File: config.mk
export PLATFORM = sky130hd
export DESIGN_NAME = eeprom_rd_arbiter_flat
export DESIGN_NICKNAME = d
export VERILOG_FILES = /design/src/rtl/eeprom_pkg.sv /design/src/rtl/eeprom_rd_arbiter_if.sv /design/src/rtl/eeprom_rd_arbiter_rr_pick.sv /design/src/rtl/eeprom_rd_arbiter.sv /design/src/flat_wrapper.sv
export SDC_FILE = /design/constraint.sdc
export NUM_CORES = 1
export LEC_CHECK = 0
export ABC_AREA = 1
export ABC_CLOCK_PERIOD_IN_PS = 2470
export CORE_MARGIN = 1
export CORE_UTILIZATION = 25
export DETAILED_ROUTE_END_ITERATION = 8
export MAX_ROUTING_LAYER = met4
export SYNTH_ARGS = -nofsm -noshare
export SYNTH_HDL_FRONTEND = slang
export SYNTH_HIERARCHICAL = 1
export SYNTH_SLANG_ARGS = --single-unit
File: constraint.sdc
create_clock -name clk -period 2.47 [get_ports clk]
set_input_delay 0.494 -clock clk [delete_from_list [all_inputs] [get_ports clk]]
set_output_delay 0.494 -clock clk [all_outputs]
set_load 0.1 [all_outputs]
File: src/rtl/eeprom_pkg.sv
// Shared definitions for the AT25010 EEPROM read path.
// Holds the arbiter state encoding, bus widths and the AT25010 READ opcode
// (the opcode is also used by at25010_if).
package eeprom_pkg;

  localparam int unsigned EE_ADDR_W = 8;
  localparam int unsigned EE_DATA_W = 8;

  localparam logic [7:0] AT25010_OP_READ = 8'h03;

  typedef enum logic [1:0] {
    ST_IDLE,
    ST_ISSUE,
    ST_WAIT,
    ST_DONE
  } arb_state_t;

endpackage

File: src/rtl/eeprom_rd_arbiter_if.sv
// Link between the read arbiter and the at25010_if SPI read engine.
//   if_req_read   : one-cycle read strobe (arbiter -> engine)
//   if_addr       : byte address, held from strobe to completion
//   if_data       : read byte (engine -> arbiter)
//   if_data_valid : completion pulse (engine -> arbiter)
//   if_busy       : engine transaction in progress
// master = arbiter side, slave = engine side.
interface eeprom_rd_arbiter_if;
  import eeprom_pkg::*;

  logic                 if_req_read;
  logic [EE_ADDR_W-1:0] if_addr;
  logic [EE_DATA_W-1:0] if_data;
  logic                 if_data_valid;
  logic                 if_busy;

  modport master (
    output if_req_read,
    output if_addr,
    input  if_data,
    input  if_data_valid,
    input  if_busy
  );

  modport slave (
    input  if_req_read,
    input  if_addr,
    output if_data,
    output if_data_valid,
    output if_busy
  );

endinterface

File: src/rtl/eeprom_rd_arbiter_rr_pick.sv
// Combinational rotate-priority encoder.
//   req      : pending request vector
//   last_gnt : index granted most recently
//   valid    : at least one request pending
//   idx      : first set request searching upward from last_gnt+1, wrapping
module rr_pick #(
  parameter int unsigned N_REQ = 4,
  localparam int unsigned IDX_W = $clog2(N_REQ)
) (
  input  logic [N_REQ-1:0] req,
  input  logic [IDX_W-1:0] last_gnt,
  output logic             valid,
  output logic [IDX_W-1:0] idx
);

  logic [N_REQ-1:0] rot;
  logic [IDX_W:0]   sum;

  always_comb begin
    // Rotate so bit 0 is the requester just above last_gnt; the doubled
    // vector makes the wrap-around free.
    rot   = N_REQ'({req, req} >> (32'(last_gnt) + 32'd1));
    valid = 1'b0;
    idx   = '0;
    sum   = '0;
    for (int unsigned k = 0; k < N_REQ; k++) begin
      if (!valid && rot[k]) begin
        valid = 1'b1;
        sum   = (IDX_W+1)'(last_gnt) + (IDX_W+1)'(k + 1);
        if (sum >= (IDX_W+1)'(N_REQ)) sum = sum - (IDX_W+1)'(N_REQ);
        idx   = IDX_W'(sum);
      end
    end
  end

endmodule

File: src/rtl/eeprom_rd_arbiter.sv
// Round-robin arbiter sharing one at25010_if read engine among N_REQ
// requesters. Each grant becomes a single-byte read; the result returns with
// a one-cycle ack to the winner. A watchdog forces an error completion
// (rd_err=1, data 0x00) if the engine never reports valid data.
//   clk, rst  : clock, synchronous active-high reset
//   req       : per-requester level request, held until ack
//   req_addr  : packed byte addresses, requester i at [8i+7:8i]
//   ack       : one-hot completion pulse
//   rd_data   : read byte, valid with ack
//   rd_err    : completion was a timeout, valid with ack
//   ee        : engine-side bus (master modport)
module eeprom_rd_arbiter
  import eeprom_pkg::*;
#(
  parameter int unsigned N_REQ   = 4,
  parameter int unsigned TIMEOUT = 1023
) (
  input  logic                         clk,
  input  logic                         rst,
  input  logic [N_REQ-1:0]             req,
  input  logic [EE_ADDR_W*N_REQ-1:0]   req_addr,
  output logic [N_REQ-1:0]             ack,
  output logic [EE_DATA_W-1:0]         rd_data,
  output logic                         rd_err,
  eeprom_rd_arbiter_if.master          ee
);

  localparam int unsigned IDX_W = $clog2(N_REQ);
  localparam int unsigned CNT_W = $clog2(TIMEOUT + 1);

  arb_state_t           state;
  logic [IDX_W-1:0]     gnt_idx;
  logic [IDX_W-1:0]     last_gnt;
  logic [CNT_W-1:0]     tmo_cnt;

  logic                 pick_valid;
  logic [IDX_W-1:0]     pick_idx;
  logic [EE_ADDR_W-1:0] pick_addr;

  rr_pick #(.N_REQ(N_REQ)) u_pick (
    .req      (req),
    .last_gnt (last_gnt),
    .valid    (pick_valid),
    .idx      (pick_idx)
  );

  always_comb begin
    pick_addr = '0;
    for (int unsigned i = 0; i < N_REQ; i++) begin
      if (pick_idx == IDX_W'(i)) pick_addr = req_addr[EE_ADDR_W*i +: EE_ADDR_W];
    end
  end

  // The read strobe is registered, so the busy check for a strobe is made on
  // the edge that enters (or stays in) ISSUE; the cycle carrying the strobe
  // is the last ISSUE cycle and WAIT follows.
  always_ff @(posedge clk) begin
    if (rst) begin
      state          <= ST_IDLE;
      gnt_idx        <= '0;
      last_gnt       <= IDX_W'(N_REQ - 1);
      tmo_cnt        <= '0;
      ack            <= '0;
      rd_data        <= '0;
      rd_err         <= 1'b0;
      ee.if_req_read <= 1'b0;
      ee.if_addr     <= '0;
    end else begin
      ack <= '0;
      case (state)
        ST_IDLE: begin
          if (pick_valid) begin
            gnt_idx        <= pick_idx;
            ee.if_addr     <= pick_addr;
            ee.if_req_read <= !ee.if_busy;
            state          <= ST_ISSUE;
          end
        end
        ST_ISSUE: begin
          if (ee.if_req_read) begin
            ee.if_req_read <= 1'b0;
            tmo_cnt        <= '0;
            state          <= ST_WAIT;
          end else if (!ee.if_busy) begin
            ee.if_req_read <= 1'b1;
          end
        end
        ST_WAIT: begin
          // Data takes precedence over a coincident timeout.
          if (ee.if_data_valid) begin
            rd_data      <= ee.if_data;
            rd_err       <= 1'b0;
            ack[gnt_idx] <= 1'b1;
            state        <= ST_DONE;
          end else if (tmo_cnt == CNT_W'(TIMEOUT)) begin
            rd_data      <= '0;
            rd_err       <= 1'b1;
            ack[gnt_idx] <= 1'b1;
            state        <= ST_DONE;
          end else begin
            tmo_cnt <= tmo_cnt + 1'b1;
          end
        end
        ST_DONE: begin
          last_gnt <= gnt_idx;
          state    <= ST_IDLE;
        end
        default: state <= ST_IDLE;
      endcase
    end
  end

endmodule

File: src/flat_wrapper.sv
// flat-port wrapper written by rule: the top's interface ports become plain ports
module eeprom_rd_arbiter_flat import eeprom_pkg::*;
#(
  parameter int unsigned N_REQ   = 4,
  parameter int unsigned TIMEOUT = 1023
)
  (clk, rst, req, req_addr, ack, rd_data, rd_err, ee_if_req_read, ee_if_addr, ee_if_data, ee_if_data_valid, ee_if_busy);
  eeprom_rd_arbiter_if ee_i ();
  input  logic clk;
  input  logic rst;
  input  logic [N_REQ-1:0] req;
  input  logic [EE_ADDR_W*N_REQ-1:0] req_addr;
  output logic [N_REQ-1:0] ack;
  output logic [EE_DATA_W-1:0] rd_data;
  output logic rd_err;
  output wire logic [$bits(ee_i.if_req_read)-1:0] ee_if_req_read;
  output wire logic [$bits(ee_i.if_addr)-1:0] ee_if_addr;
  input wire logic [$bits(ee_i.if_data)-1:0] ee_if_data;
  input wire logic [$bits(ee_i.if_data_valid)-1:0] ee_if_data_valid;
  input wire logic [$bits(ee_i.if_busy)-1:0] ee_if_busy;
  assign ee_if_req_read = ee_i.if_req_read;
  assign ee_if_addr = ee_i.if_addr;
  assign ee_i.if_data = ee_if_data;
  assign ee_i.if_data_valid = ee_if_data_valid;
  assign ee_i.if_busy = ee_if_busy;
  eeprom_rd_arbiter #(.N_REQ(N_REQ), .TIMEOUT(TIMEOUT)) u_core (.clk(clk), .rst(rst), .req(req), .req_addr(req_addr), .ack(ack), .rd_data(rd_data), .rd_err(rd_err), .ee(ee_i));
endmodule
* Yosys cells after proc, flatten, opt, wreduce, memory -nomap -nowiden
Index checks and enable logic that the tools add are counted.
Storage, ports and cells: output and inout bits 22, register bits after elaboration 38, bits of input ports 48, logic and storage cells 95
Cells by class: equal/unequal tests 12, bitwise operators 1, mux-type cells 37, $lt $le $gt $ge 6, add/subtract/negate cells 10, shifts and indexed selects 1, reductions and logical operators 19
Operator list (number):
- two-way mux 8 bit | 6
- >> shifter 8 x 32 -> 4 bit | 1
- two-way mux 10 bit | 3
- two-way mux 2 bit | 12
- one-hot mux 10 bit (2 select lines) | 1
- greater-or-equal comparator 3 bit, second input constant | 4
- adder 10 x 1 -> 10 bit, second input constant | 1
- == test 10 bit, second input constant | 1
- two-way mux 1 bit | 10
- == test 2 bit, second input constant | 4
- two-way mux 4 bit | 2
- one-hot mux 2 bit (4 select lines) | 1
- subtractor 2 x 1 -> 2 bit, second input constant | 4
- adder 2 x 1 -> 3 bit, second input constant | 2
- adder 2 x 2 -> 3 bit, second input constant | 2
- AND reduction 2 bit | 3
- nonzero test 2 bit | 3
- == test 2 x 1 -> 1 bit, second input constant | 2
- logical AND 1 bit | 4
- zero test 1 bit | 4
- zero test 2 bit | 2
- inequality test 2 x 1 -> 1 bit, second input constant | 2
- inequality test 2 bit, second input constant | 2
- AND reduction 4 bit | 1
- 9 further kinds | 9

* Logic depth before layout (Yosys ltp)
Gate-level depths: netlist (run 1).
depth in word-level cells 17, mapped depth 14, depth with buffers taken out 14

* Modules after synthesis
Netlist (run 1), hierarchy kept.
By module, submodules not included:
- eeprom_rd_arbiter | instances 1, area an instance 1963.1 um^2, seq. area each 760.7 um^2, cells an instance 284
- rr_pick | instances 1, area an instance 327.8 um^2, seq. area each 0.0 um^2, cells an instance 56

* Worst setup path before layout (run 1)
OpenSTA, ideal clock, no wires.
path type register -> register, from reg u_core.ee.if_req_read, to reg u_core.tmo_cnt[4], setup time 109 ps, cell stages (with the launch flop) 8, clock period less this slack 1880 ps, path buffers 0, arrival 1772 ps, setup slack 590 ps, required time 2361 ps, path through dfxtp_1 -> nor2_1 -> nor2_2 -> nand3_4 -> nand2_4 -> nand2_1 -> nand2_1 -> inv_1
On the way: cells in the longest elaborated chain, start to end 2
RTL lines:
- from (decl) | RTL line eeprom_rd_arbiter_if.sv:18 | output if_req_read,
- from (signal assigned) | RTL line eeprom_rd_arbiter.sv:75 | ee.if_req_read <= !ee.if_busy;
- inequality test 2 x 1 -> 1 bit (no source line)
- AND reduction 4 bit (no source line)
- to (signal assigned) | RTL line eeprom_rd_arbiter.sv:101 | tmo_cnt <= tmo_cnt + 1'b1;
- to (decl) | RTL line eeprom_rd_arbiter.sv:34 | logic [CNT_W-1:0] tmo_cnt;
No other way between the ends. A chain may end at the register's enable or synchronous reset.

* Worst setup path after layout (run 1)
from in req[0], to reg u_core.ee.if_addr[2]
On the way: cells in the longest elaborated chain, start to end 16, elaborated cells on any way between the ends 24, those cells by class 3 x eq/ne; 1 x shift; 12 x mux; 8 x reduce/logical
RTL lines:
- from (decl) | RTL line flat_wrapper.sv:11 | input logic [N_REQ-1:0] req;
- >> shifter 8 x 32 -> 4 bit (*) | RTL line eeprom_rd_arbiter_rr_pick.sv:22 | rot = N_REQ'({req, req} >> (32'(last_gnt) + 32'd1));
- two-way mux 1 bit | RTL line eeprom_rd_arbiter_rr_pick.sv:27 | if (!valid && rot[k]) begin
- zero test 1 bit | RTL line eeprom_rd_arbiter_rr_pick.sv:27
- logical AND 1 bit | RTL line eeprom_rd_arbiter_rr_pick.sv:27
- two-way mux 1 bit | RTL line eeprom_rd_arbiter_rr_pick.sv:27
- zero test 1 bit | RTL line eeprom_rd_arbiter_rr_pick.sv:27
- logical AND 1 bit | RTL line eeprom_rd_arbiter_rr_pick.sv:27
- two-way mux 1 bit | RTL line eeprom_rd_arbiter_rr_pick.sv:27
- zero test 1 bit | RTL line eeprom_rd_arbiter_rr_pick.sv:27
- logical AND 1 bit | RTL line eeprom_rd_arbiter_rr_pick.sv:27
- two-way mux 2 bit (*) | RTL line eeprom_rd_arbiter_rr_pick.sv:27
- named net u_core.pick_idx[1] | RTL line eeprom_rd_arbiter.sv:37 | logic [IDX_W-1:0] pick_idx;
- zero test 2 bit | RTL line eeprom_rd_arbiter.sv:50 | if (pick_idx == IDX_W'(i)) pick_addr = req_addr[EE_ADDR_W*i +: EE_ADDR_W];
- two-way mux 8 bit (3 in a row) | RTL line eeprom_rd_arbiter.sv:50
- two-way mux 8 bit (*) | RTL line eeprom_rd_arbiter.sv:50
- to (signal assigned) | RTL line eeprom_rd_arbiter.sv:74 | ee.if_addr <= pick_addr;
- to (decl) | RTL line eeprom_rd_arbiter_if.sv:19 | output if_addr,
Mark *: on every way through the listed nets, which the timed path passes. The rest lies on a longest branch.

==> impl_summary.log, run 1 <==
[metrics] ports placed on the boundary: 70
[metrics] violation count after the first detailed-route iteration: 106
[metrics] total setup buffers inserted after CTS: 0
[metrics] final slew viol count: 0
[metrics] Clock Path Buffers: 2
[metrics] Horiz. Die Dim: 97.7 um
[metrics] critical path data arrival time: 2.39 ns
[metrics] largest fanout on the critical path: 8
[metrics] headroom to the max-slew limit: 0.670
[metrics] GRT met1 Usage: 0.153
[metrics] synthesized area per cell: 6.74 um^2
[metrics] diode count: 0
[metrics] buffer type at the clock tree root: sky130_fd_sc_hd__clkbuf_8
[metrics] global-route usage over all layers: 0.129
[metrics] final routed DRC violation total: 4
[metrics] initial cell density of the core: 0.260
[metrics] total number of vias: 2333
[metrics] post-route cell area: 0.00319 mm^2
[metrics] area used by sequential logic in the layout: 761 um^2
[metrics] highest-count cells in the layout ignoring fill and taps: sky130_fd_sc_hd__nand2_1, sky130_fd_sc_hd__clkdlybuf4s50_1, sky130_fd_sc_hd__inv_1, sky130_fd_sc_hd__dfxtp_1
[metrics] initial antenna violation count: 0
[metrics] die height: 97.7 um
[metrics] fraction of final layout cells sized beyond drive strength 1: 0.176
[metrics] Worst Tran Pin Value: 0.495 ns
[metrics] achievable frequency: 462 MHz
[metrics] Max-Cap Viols: 0
[metrics] PnR Total Power: 0.00362 W
[metrics] total overflow reported by the global router: 0
[metrics] Leakage Power: 1.44 nW
[metrics] met2 GRT Util: 0.223
[metrics] category of the most critical setup path: primary input to flip-flop
[metrics] crit path launch type: primary input
[metrics] post-synth cell types: 33
[metrics] maximum vdd ir drop: 0.00107 V
[metrics] synthesized netlist net count: 393
[metrics] core area: 0.00881 mm^2
[metrics] sequential area share after synthesis: 0.332
[metrics] maximum clock skew at final layout: 0.00728 ns
[metrics] Yosys warning total: 6
[metrics] TritonCTS clock tree: built
[metrics] Buffers on Ports: 69
[metrics] post-DR wirelength/cell: 11.1 um
[metrics] number of buffers inserted by hold repair at cts: 0
[metrics] setup total negative slack: 0 ns
[metrics] number of synthesized flops with an enable pin: 0
[metrics] later-pin clock latency in the skew report: 0.29 ns
[metrics] level count of the clock H-tree: 2
[metrics] required time of the critical path: 2.70 ns
[metrics] most common cell after layout, fill and taps aside: sky130_fd_sc_hd__nand2_1
[metrics] fraction of met3 tracks used by global routing: 0.0266
[metrics] post-synthesis async set-or-reset flop share: 0
[metrics] clock-pin slew on the worst setup and hold paths: 0.08 ns
[metrics] Core Rows: 34
[metrics] ratio of total power to cell area: 1140 mW/mm^2
[metrics] dpl cells: 515
[metrics] run status: finished with violations
[metrics] Multi-input gate area: 0.00130 mm^2
[metrics] number of register bits inferred by synthesis: 38
[metrics] HPWL after DPL: 4500 um
[metrics] clock buffers created by TritonCTS: 5
[metrics] violated checks: design-rule violations
[metrics] placer's final routability congestion estimate: 0.811
[metrics] post-synth design cell area: 0.00229 mm^2
[metrics] unrepaired setup endpoints after global routing: no
[metrics] largest net degree at the start of global routing: 14
[metrics] post-cts repair resize count: 0
[metrics] Total Routed Length: 5790 um
[metrics] post-route insts no fill: 523
[metrics] busiest layer in global routing: met2
[metrics] number of global-route vias before repair: 2201
[metrics] final setup violating endpoints: 0
[metrics] mean number of vias per cell: 4.46
[metrics] DR pass1 iterations: 6
[metrics] clock tree sinks: 38
[metrics] floorplan die area: 0.00955 mm^2
[metrics] clock period minus final worst setup slack: 2.17 ns
[metrics] Cells after Synth: 340
[metrics] antenna violation net count after detailed routing: 0
[metrics] type of the tightest min-delay check: flip-flop to flip-flop
[metrics] most frequently used flop master after synthesis: sky130_fd_sc_hd__dfxtp_1
[metrics] instance area at placement: 0.00305 mm^2
[metrics] crit end category: flip-flop
[metrics] wire length of the first global-routing pass: 9830 um
[metrics] FILL cells: 924
[metrics] final hold vios: 0
[metrics] area added between synthesis and finish: 39.1%
[metrics] share of the clock period used by the worst path after layout: 0.877
[metrics] Total Nets Final: 467
sequential cells by signal, summed over array words and instances (netlist names):
name                   flops
u_core/ee.if_addr          8
u_core/state               2
u_core/rd_data             8
u_core/gnt_idx             2
u_core/rd_err              1
u_core/ee.if_req_read      1
u_core/tmo_cnt            10
u_core/ack                 4
u_core/last_gnt            2
metrics by stage:
step           setup slack, ns   util  hold slack (ns)
2_1_floorplan            0.590      -            0.413
3_3_place_gp            0.0120  0.346            0.437
3_5_place_dp           -0.0458  0.346            0.434
4_1_cts                  0.256  0.362            0.447
5_1_grt                 0.0358  0.362            0.472
6_report                 0.305  0.362            0.452
worst max-delay path, cell delays in order:
cell,delay (ns)
sky130_fd_sc_hd__clkdlybuf4s50_1,0.46
sky130_fd_sc_hd__nand2_1,0.10
sky130_fd_sc_hd__nand3_1,0.08
sky130_fd_sc_hd__nand2_2,0.14
sky130_fd_sc_hd__nand2_4,0.06
sky130_fd_sc_hd__nor2_4,0.09
sky130_fd_sc_hd__nand2_1,0.05
sky130_fd_sc_hd__nand3_1,0.18
sky130_fd_sc_hd__inv_2,0.05
sky130_fd_sc_hd__nor2_1,0.35
sky130_fd_sc_hd__a21oi_1,0.17
sky130_fd_sc_hd__a31oi_1,0.16
area by class of cell:
cell class,instances,share of cell area
Sequential cell,38,0.239
Clock buffer,5,0.0216
Inverter,46,0.0542
Multi-Input combinational cell,248,0.408
Tap cell,108,0.0424
Clock inverter,3,0.0216
Timing Repair Buffer,75,0.214
power breakdown:
group          total (W)  switching, W  internal [W]
Clock           0.000645      0.000240      0.000405
Sequential      0.000897      0.000118      0.000779
Combinational    0.00208       0.00148      0.000596
metal layers:
metal / vias up / routed length [um]
met4: 0 / 17
li1: 1241 / -
met3: 2 / 237
met5: - / 0
met2: 48 / 2830
met1: 1042 / 2710
cells by family (layout without fill, tap and decap cells):
| family | Yosys count | count (layout) | synth area share |
|---|---|---|---|
| flops | 38 | 38 | 0.332 |
| xor+xnor | 1 | 1 | 0.00382 |
| simple gates | 193 | 193 | 0.413 |
| buf+inv | 54 | 129 | 0.102 |
| compound gates | 49 | 49 | 0.122 |
| fa+ha+maj | 5 | 5 | 0.0273 |
cell usage after synthesis, types with 4 or more instances:
master | count | area (um^2)
sky130_fd_sc_hd__a31oi_1 | 5 | 31.3
sky130_fd_sc_hd__nand3_1 | 28 | 140
sky130_fd_sc_hd__dfxtp_1 | 38 | 761
sky130_fd_sc_hd__a211oi_1 | 5 | 37.5
sky130_fd_sc_hd__nand3_2 | 7 | 70.1
sky130_fd_sc_hd__inv_2 | 4 | 15.0
sky130_fd_sc_hd__nand2_1 | 102 | 383
sky130_fd_sc_hd__nand2_2 | 11 | 68.8
sky130_fd_sc_hd__ha_1 | 5 | 62.6
sky130_fd_sc_hd__nand2_4 | 5 | 56.3
sky130_fd_sc_hd__nand4_1 | 5 | 31.3
sky130_fd_sc_hd__nor2_2 | 4 | 25.0
sky130_fd_sc_hd__inv_1 | 41 | 154
sky130_fd_sc_hd__o21ai_0 | 14 | 70.1
sky130_fd_sc_hd__a21oi_1 | 19 | 95.1
sky130_fd_sc_hd__nor2_1 | 22 | 82.6
worst paths after layout:
| kind | slack (ns) | depth (start not counted) | to | startpoint |
|---|---|---|---|---|
| hold reg to reg | 0.45 | 1 | u_core/ack[0] | u_core/gnt_idx[0] |
| setup / recovery | 0.30 | 12 | u_core/ee.if_addr[2] | req[0] |
| hold / removal | 0.45 | 1 | u_core/ack[0] | u_core/gnt_idx[0] |
| setup reg to reg | 0.37 | 11 | u_core/ee.if_addr[2] | u_core/last_gnt[0] |
Note: power is estimated with default switching activity, not from simulation.
==> inputs of run 2 (changes only) <==
--- a/config.mk
+++ b/config.mk
@@ -5,7 +5,6 @@
 export SDC_FILE = /design/constraint.sdc
 export NUM_CORES = 1
 export LEC_CHECK = 0
-export ABC_AREA = 1
 export ABC_CLOCK_PERIOD_IN_PS = 2470
 export CORE_MARGIN = 1
 export CORE_UTILIZATION = 25
==> impl_summary.log, run 2 <==
[metrics] placer's final routability congestion estimate: 0.800 (-1.3%)
[metrics] diode count: 0 (unchanged)
[metrics] total overflow reported by the global router: 0 (unchanged)
[metrics] number of global-route vias before repair: 1690 (-23%)
[metrics] run status: complete, no violations
[metrics] Yosys warning total: 6 (unchanged)
[metrics] cell taking the most area after synthesis: sky130_fd_sc_hd__dfxtp_1
[metrics] instance area at placement: 0.00267 mm^2 (-12%)
[metrics] HPWL after DPL: 3660 um (-19%)
[metrics] post-synth cell types: 45 (+36%)
[metrics] most frequently used flop master after synthesis: sky130_fd_sc_hd__dfxtp_1
[metrics] post-synth design cell area: 0.00189 mm^2 (-17%)
[metrics] Core Rows: 31 (-8.8%)
[metrics] sequential area share after synthesis: 0.402 (+0.0701)
[metrics] core area: 0.00729 mm^2 (-17%)
[metrics] largest net degree at the start of global routing: 18 (+4)
[metrics] crit end category: flip-flop
[metrics] TritonCTS clock tree: built
[metrics] Leakage Power: 1.05 nW (-27%)
[metrics] post-route cell area: 0.00278 mm^2 (-13%)
[metrics] area share of the largest cell type after synthesis: 0.402 (+0.0701)
[metrics] Clock Path Buffers: 2 (unchanged)
[metrics] ports placed on the boundary: 70 (unchanged)
[metrics] required time of the critical path: 2.65 ns (-0.05 ns)
[metrics] top register by number of flip-flops: u_core/tmo_cnt
[metrics] Cells after Synth: 201 (-41%)
[metrics] hold_ws: 0.460 ns (+0.00782 ns)
[metrics] share of the clock period used by the worst path after layout: 0.904 (+0.0276)
[metrics] floorplan die area: 0.00792 mm^2 (-17%)
[metrics] most common cell after layout, fill and taps aside: sky130_fd_sc_hd__clkdlybuf4s50_1
[metrics] achievable frequency: 448 MHz (-3.0%)
[metrics] fraction of final layout cells sized beyond drive strength 1: 0.184 (+0.00821)
[metrics] final hold vios: 0 (unchanged)
[metrics] ratio of total power to cell area: 869 mW/mm^2 (-23%)
[metrics] post-DR wirelength/cell: 13.2 um (+19%)
[metrics] Total Nets Final: 329 (-30%)
[metrics] area added between synthesis and finish: 46.8%
[metrics] most common library cells after synthesis: sky130_fd_sc_hd__dfxtp_1, sky130_fd_sc_hd__nand2_1, sky130_fd_sc_hd__a21oi_1, sky130_fd_sc_hd__nor2_1, sky130_fd_sc_hd__o21ai_0
[metrics] synthesized area per cell: 9.41 um^2 (+40%)
[metrics] number of buffers inserted by hold repair at cts: 0 (unchanged)
[metrics] post-place setup slack: -0.381 ns (-0.335 ns)
[metrics] type of the tightest min-delay check: flip-flop to flip-flop
[metrics] Horiz. Die Dim: 89.0 um (-8.9%)
[metrics] crit path launch type: primary input
[metrics] ranking of synthesized cells by area: sky130_fd_sc_hd__dfxtp_1, sky130_fd_sc_hd__mux4_2, sky130_fd_sc_hd__nand2_1
[metrics] maximum vdd ir drop: 0.000290 V (-73%)
[metrics] Max-Cap Viols: 0 (unchanged)
[metrics] net switching power: 0.00111 W (-39%)
[metrics] initial antenna violation count: 0 (unchanged)
[metrics] PnR Total Power: 0.00241 W (-33%)
[metrics] highest-count cells in the layout ignoring fill and taps: sky130_fd_sc_hd__clkdlybuf4s50_1, sky130_fd_sc_hd__dfxtp_1, sky130_fd_sc_hd__buf_4, sky130_fd_sc_hd__nand2_1, sky130_fd_sc_hd__a21oi_1
[metrics] wire length of the first global-routing pass: 7960 um (-19%)
[metrics] critical path data arrival time: 2.41 ns (+0.02 ns)
[metrics] setup slack of the critical path after layout: 0.237 ns (-0.0681 ns)
[metrics] post-synthesis async set-or-reset flop share: 0 (unchanged)
[metrics] DR pass1 iterations: 4 (-2)
[metrics] Total Routed Length: 4970 um (-14%)
[metrics] antenna violation net count after detailed routing: 0 (unchanged)
[metrics] slack of the worst reg-to-reg path: 0.41 ns (+0.04 ns)
[metrics] later-pin clock latency in the skew report: 0.29 ns (about the same)
[metrics] Worst Tran Pin Value: 0.705 ns (+0.209 ns)
[metrics] biggest regs: u_core/tmo_cnt (10), u_core/ee.if_addr (8), u_core/rd_data (8)
[metrics] total number of vias: 1821 (-22%)
[metrics] internal power: 0.00130 W (-27%)
[metrics] proportion of power drawn by flip-flops and latches: 0.320 (+0.072)
[metrics] FILL cells: 769 (-17%)
[metrics] synthesized netlist net count: 254 (-35%)
[metrics] level count of the clock H-tree: 2 (unchanged)
[metrics] final slew viol count: 0 (unchanged)
[metrics] Buffers on Ports: 69 (unchanged)
[metrics] violation count after the first detailed-route iteration: 131 (+24%)
[metrics] number of register bits inferred by synthesis: 38 (unchanged)
[metrics] max reg flops: 10 (unchanged)
[metrics] buffer type at the clock tree root: sky130_fd_sc_hd__clkbuf_8
[metrics] maximum clock skew at final layout: 0.00514 ns (-0.00215 ns)
[metrics] clock buffers created by TritonCTS: 5 (unchanged)
[metrics] initial cell density of the core: 0.259 (-0.000722)
[metrics] clock tree sinks: 38 (unchanged)
[metrics] global-route usage over all layers: 0.136 (+0.00662)
[metrics] number of synthesized flops with an enable pin: 0 (unchanged)
[metrics] die height: 89.0 um (-8.9%)
[metrics] number of instances on the worst hold path: 2 (+1)
[metrics] headroom to the max-slew limit: 0.529 (-0.141)
[metrics] most frequently used cell type in the post-synthesis netlist: sky130_fd_sc_hd__dfxtp_1
[metrics] switching power as a share of total power: 0.461 (-0.0466)
[metrics] unrepaired setup endpoints after global routing: no
[metrics] clock-pin slew on the worst setup and hold paths: 0.08 ns (about the same)
[metrics] combinational power share: 0.494 (-0.080)
[metrics] final routed DRC violation total: 0 (-4)
[metrics] category of the most critical setup path: primary input to flip-flop
[metrics] final setup violating endpoints: 0 (unchanged)
[metrics] mean number of vias per cell: 4.84 (+8.6%)
[metrics] clock period minus final worst setup slack: 2.23 ns (+0.0681 ns)
[metrics] largest fanout on the critical path: 9 (+1)
[metrics] Clock Power Share: 0.186 (+0.008)
[metrics] Register-to-Register Path Depth: 6 (-5)
==> run 2: changes by cell type in the layout (fill, tap and decap cells not counted), moves of 8 or more <==
cell,change
sky130_fd_sc_hd__nand2_2,-11
sky130_fd_sc_hd__inv_1,-36
sky130_fd_sc_hd__nand3_1,-22
sky130_fd_sc_hd__a22o_1,+8
sky130_fd_sc_hd__nor2_1,-12
sky130_fd_sc_hd__mux4_2,+8
sky130_fd_sc_hd__nand2_1,-74
==> run 2: path summary, 6_finish.rpt <==
path,from,endpoint
min,u_core/ee.if_addr[2],u_core/ee.if_addr[2]
max,req[2],u_core/ee.if_addr[1]
max reg2reg,u_core/state[0],u_core/tmo_cnt[4]
min reg2reg,u_core/ee.if_addr[2],u_core/ee.if_addr[2]
==> run 2: metal layers <==
metal | up-vias | wire length (um) | global-route usage
li1 | 910 | - | -
met1 | 842 | 2290 | 0.167
met2 | 64 | 2380 | 0.221
met3 | 5 | 266 | 0.0305
met4 | 0 | 42 | 0.0433
met5 | - | 0 | -
==> run 2: cells by family (layout without fill, tap and decap cells) <==
logic type,Yosys count,after routing,share of synthesized area
compound gates,57,57,0.210
simple gates,75,75,0.204
mux,11,11,0.111
buf+inv,15,91,0.0390
flops,38,38,0.402
fa+ha+maj,5,5,0.0331
==> run 2: power groups by stage <==
| stage | Sequential (W) | Clock [W] | Combinational, W |
|---|---|---|---|
| after global placement | 0.000783 | 0 | 0.00118 |
| after floorplan | 0.00124 | 0 | 0.000424 |
| after detailed placement | 0.000786 | 0 | 0.00119 |
| after global routing | 0.000788 | 0.000488 | 0.00127 |
| final | 0.000772 | 0.000449 | 0.00119 |
| after CTS | 0.000773 | 0.000468 | 0.00120 |
==> run 2: metrics by stage <==
stage | cells | util | TNS, ns
after global placement | 368 | 0.366 | -2.76
after global routing | 376 | 0.381 | 0
after detailed placement | 368 | 0.366 | -3.01
final | 376 | 0.381 | 0
after floorplan | 201 | - | 0
after CTS | 376 | 0.381 | 0
==> run 2: timing repair <==
action	in CTS	in global routing
setup endpoints to repair	8	0
gates resized for setup	1	0
endpoints found under the hold margin	0	0
setup buffers	0	0
==> run 2: cell type report <==
cell class	instances	area, um^2	share of cell area
sequential	38	761	0.274
inverter	5	18.8	0.00676
timing repair buffer	78	703	0.253
multi-input combinational	148	1070	0.387
clock buffer	6	82.6	0.0297
tap	99	124	0.0446
clock inverter	2	12.5	0.00451
==> run 2: critical path, stage by stage <==
cell,delay (ns)
sky130_fd_sc_hd__clkdlybuf4s50_1,0.46
sky130_fd_sc_hd__buf_4,0.17
sky130_fd_sc_hd__nand2b_1,0.14
sky130_fd_sc_hd__a21o_1,0.21
sky130_fd_sc_hd__o311ai_4,0.21
sky130_fd_sc_hd__mux4_2,0.59
sky130_fd_sc_hd__nand2_1,0.08
sky130_fd_sc_hd__a21oi_1,0.06
==> inputs of run 3 (changes only) <==
--- a/config.mk
+++ b/config.mk
@@ -6,8 +6,9 @@
 export NUM_CORES = 1
 export LEC_CHECK = 0
 export ABC_CLOCK_PERIOD_IN_PS = 2470
-export CORE_MARGIN = 1
+export CORE_MARGIN = 1.5
 export CORE_UTILIZATION = 25
+export CTS_BUF_LIST = sky130_fd_sc_hd__clkbuf_2 sky130_fd_sc_hd__clkbuf_4 sky130_fd_sc_hd__clkbuf_8
 export DETAILED_ROUTE_END_ITERATION = 8
 export MAX_ROUTING_LAYER = met4
 export SYNTH_ARGS = -nofsm -noshare
==> impl_summary.log, run 3 (synthesis results as in run 2) <==
[metrics] post-place setup slack: 0.0922 ns (+0.473 ns)
[metrics] ports placed on the boundary: 70 (unchanged)
[metrics] setup slack of the critical path after layout: 0.409 ns (+0.172 ns)
[metrics] longest individual stage delay on the worst path: 0.50 ns (-0.09 ns)
[metrics] R2R Path End: u_core/tmo_cnt[4]
[metrics] kind of cell adding the most delay to the critical path: buffers and inverters
[metrics] slack of the worst reg-to-reg path: 0.62 ns (+0.21 ns)
[metrics] number of global-route vias before repair: 1739 (+2.9%)
[metrics] Max-Cap Viols: 0 (unchanged)
[metrics] largest net degree at the start of global routing: 17 (-1)
[metrics] area added between synthesis and finish: 48.3%
[metrics] mean number of vias per cell: 4.77 (-1.6%)
[metrics] most common cell after layout, fill and taps aside: sky130_fd_sc_hd__clkdlybuf4s50_1
[metrics] total overflow reported by the global router: 0 (unchanged)
[metrics] number of instances on the worst hold path: 2 (unchanged)
[metrics] Core Rows: 31 (unchanged)
[metrics] max reg flops: 10 (unchanged)
[metrics] hold path start: u_core/ee.if_addr[7]
[metrics] diode count: 0 (unchanged)
[metrics] final slew viol count: 0 (unchanged)
[metrics] type of the tightest min-delay check: flip-flop to flip-flop
[metrics] PnR Total Power: 0.00259 W (+7.3%)
[metrics] global-route usage over all layers: 0.129 (-0.00685)
[metrics] Leakage Power: 1.07 nW (+1.2%)
[metrics] category of the most critical setup path: primary input to flip-flop
[metrics] worst reg2reg startpoint: u_core/state[0]
[metrics] maximum vdd ir drop: 0.000322 V (+11%)
[metrics] Total Nets Final: 327 (-0.61%)
[metrics] Buffers on Ports: 69 (unchanged)
[metrics] achievable frequency: 485 MHz (+8.4%)
[metrics] number of buffers inserted by hold repair at cts: 0 (unchanged)
[metrics] buffer type at the clock tree root: sky130_fd_sc_hd__clkbuf_8
[metrics] fraction of final layout cells sized beyond drive strength 1: 0.178 (-0.00593)
[metrics] HPWL after DPL: 3610 um (-1.4%)
[metrics] required time of the critical path: 2.65 ns (about the same)
[metrics] area used by sequential logic in the layout: 761 um^2 (unchanged)
[metrics] wire length of the first global-routing pass: 8080 um (+1.5%)
[metrics] total setup buffers inserted after CTS: 0 (unchanged)
[metrics] die height: 90.0 um (+1.1%)
[metrics] crit end category: flip-flop
[metrics] top register by number of flip-flops: u_core/tmo_cnt
[metrics] post-DR wirelength/cell: 12.7 um (-3.9%)
[metrics] FILL cells: 757 (-1.6%)
[metrics] share of the clock period used by the worst path after layout: 0.834 (-0.0698)
[metrics] antenna violation net count after detailed routing: 0 (unchanged)
[metrics] maximum clock skew at final layout: 0.00383 ns (-0.00130 ns)
[metrics] Horiz. Die Dim: 90.0 um (+1.1%)
[metrics] DR pass1 iterations: 4 (unchanged)
[metrics] total number of vias: 1783 (-2.1%)
[metrics] level count of the clock H-tree: 2 (unchanged)
[metrics] biggest regs: u_core/tmo_cnt (10), u_core/ee.if_addr (8), u_core/rd_data (8)
[metrics] Worst Tran Pin Value: 0.519 ns (-0.186 ns)
[metrics] ratio of total power to cell area: 922 mW/mm^2 (+6.1%)
[metrics] unrepaired setup endpoints after global routing: no
[metrics] Clock Path Buffers: 2 (unchanged)
[metrics] highest-count cells in the layout ignoring fill and taps: sky130_fd_sc_hd__clkdlybuf4s50_1, sky130_fd_sc_hd__dfxtp_1, sky130_fd_sc_hd__buf_4, sky130_fd_sc_hd__nand2_1, sky130_fd_sc_hd__a21oi_1
[metrics] crit path launch type: primary input
[metrics] clock period minus final worst setup slack: 2.06 ns (-0.172 ns)
[metrics] placer's final routability congestion estimate: 0.800 (about the same)
[metrics] Register-to-Register Path Depth: 6 (unchanged)
[metrics] final routed DRC violation total: 0 (unchanged)
[metrics] setup total negative slack: 0 ns (unchanged)
[metrics] critical path data arrival time: 2.24 ns (-0.17 ns)
[metrics] largest fanout on the critical path: 9 (unchanged)
[metrics] initial antenna violation count: 0 (unchanged)
[metrics] headroom to the max-slew limit: 0.653 (+0.124)
[metrics] later-pin clock latency in the skew report: 0.29 ns (about the same)
[metrics] floorplan die area: 0.00810 mm^2 (+2.3%)
[metrics] clock buffers created by TritonCTS: 5 (unchanged)
[metrics] cell breakdown of the critical path: clkdlybuf4s50_1 > nand2b_1 > a21o_1 > o311ai_2 > buf_12 > mux4_2 > nand2_1 > a21oi_1
[metrics] core area: 0.00729 mm^2 (unchanged)
[metrics] slowest cell on the critical path: sky130_fd_sc_hd__mux4_2
[metrics] Total Routed Length: 4750 um (-4.4%)
[metrics] clock-pin slew on the worst setup and hold paths: 0.08 ns (about the same)
[metrics] CP bufs+invs: 2 (unchanged)
[metrics] clock tree sinks: 38 (unchanged)
[metrics] post-cts repair resize count: 0 (-1)
[metrics] run status: complete, no violations
[metrics] final setup violating endpoints: 0 (unchanged)
[metrics] final hold vios: 0 (unchanged)
[metrics] TritonCTS clock tree: built
[metrics] violation count after the first detailed-route iteration: 93 (-29%)
[metrics] Worst Hold Path EP: u_core/ee.if_addr[7]
[metrics] Multi-input gate area: 0.00106 mm^2 (-0.93%)
[metrics] initial cell density of the core: 0.259 (unchanged)
==> run 3: changes by cell type in the layout (fill, tap and decap cells not counted) <==
| cell | before | now |
|---|---|---|
| sky130_fd_sc_hd__clkinv_4 | 0 | 1 |
| sky130_fd_sc_hd__clkinvlp_4 | 1 | 0 |
| sky130_fd_sc_hd__bufinv_16 | 0 | 2 |
| sky130_fd_sc_hd__o311ai_4 | 1 | 0 |
| sky130_fd_sc_hd__clkinv_2 | 1 | 0 |
| sky130_fd_sc_hd__buf_4 | 31 | 28 |
| sky130_fd_sc_hd__clkbuf_8 | 6 | 5 |
| sky130_fd_sc_hd__buf_12 | 0 | 1 |
| sky130_fd_sc_hd__o311ai_2 | 0 | 1 |
==> run 3: worst max path at each step <==
stage / from / to / slack, ns / cells past startpoint
2_1_floorplan: u_core/ee.if_req_read / u_core/tmo_cnt[6] / 0.52 / 4
3_3_place_gp: req[2] / u_core/ee.if_addr[1] / 0.13 / 8
3_5_place_dp: req[2] / u_core/ee.if_addr[1] / 0.09 / 8
4_1_cts: req[2] / u_core/ee.if_addr[1] / 0.41 / 8
5_1_grt: req[2] / u_core/ee.if_addr[1] / 0.33 / 8
6_report: req[2] / u_core/ee.if_addr[0] / 0.41 / 8
==> run 3: routing by layer <==
metal	vias to the layer above	GRT usage	wire length, um	part of all wire
met2	53	0.207	2210	0.46
met5	-	-	0	0
met4	0	0.0556	56	0.012
met1	821	0.152	2250	0.47
li1	905	-	-	-
met3	4	0.0330	232	0.049
==> run 3: worst reg2reg max path: stages, from the launching register on <==
cell	delay, ns
sky130_fd_sc_hd__dfxtp_1	0.37
sky130_fd_sc_hd__inv_1	0.09
sky130_fd_sc_hd__ha_1	0.26
sky130_fd_sc_hd__buf_4	0.20
sky130_fd_sc_hd__o211ai_1	0.38
sky130_fd_sc_hd__nor2_1	0.17
sky130_fd_sc_hd__a221oi_1	0.28
==> run 3: power breakdown <==
group	total [W]	switching [W]	internal [W]	leakage, nW
Sequential	0.000776	0.0000708	0.000705	0.309
Clock	0.000632	0.000228	0.000405	0.0683
Combinational	0.00118	0.000803	0.000376	0.689
Total	0.00259	0.00110	0.00149	1.07
==> run 3: area by class of cell <==
type,count,area share
Sequential cell,38,0.271
Inverter,5,0.00669
Tap cell,99,0.0441
Clock inverter,3,0.0245
Timing Repair Buffer,76,0.250
Clock buffer,5,0.0245
Multi-Input combinational cell,148,0.379
==> run 3: metrics by stage <==
step | cells | hold WS, ns | cell area [um^2] | util
finish | 374 | 0.461 | 2810 | 0.385
CTS | 374 | 0.466 | 2810 | 0.385
global placement | 366 | 0.445 | 2670 | 0.366
detailed placement | 366 | 0.452 | 2670 | 0.366
floorplan | 201 | 0.447 | 1890 | -
global route | 374 | 0.485 | 2810 | 0.385
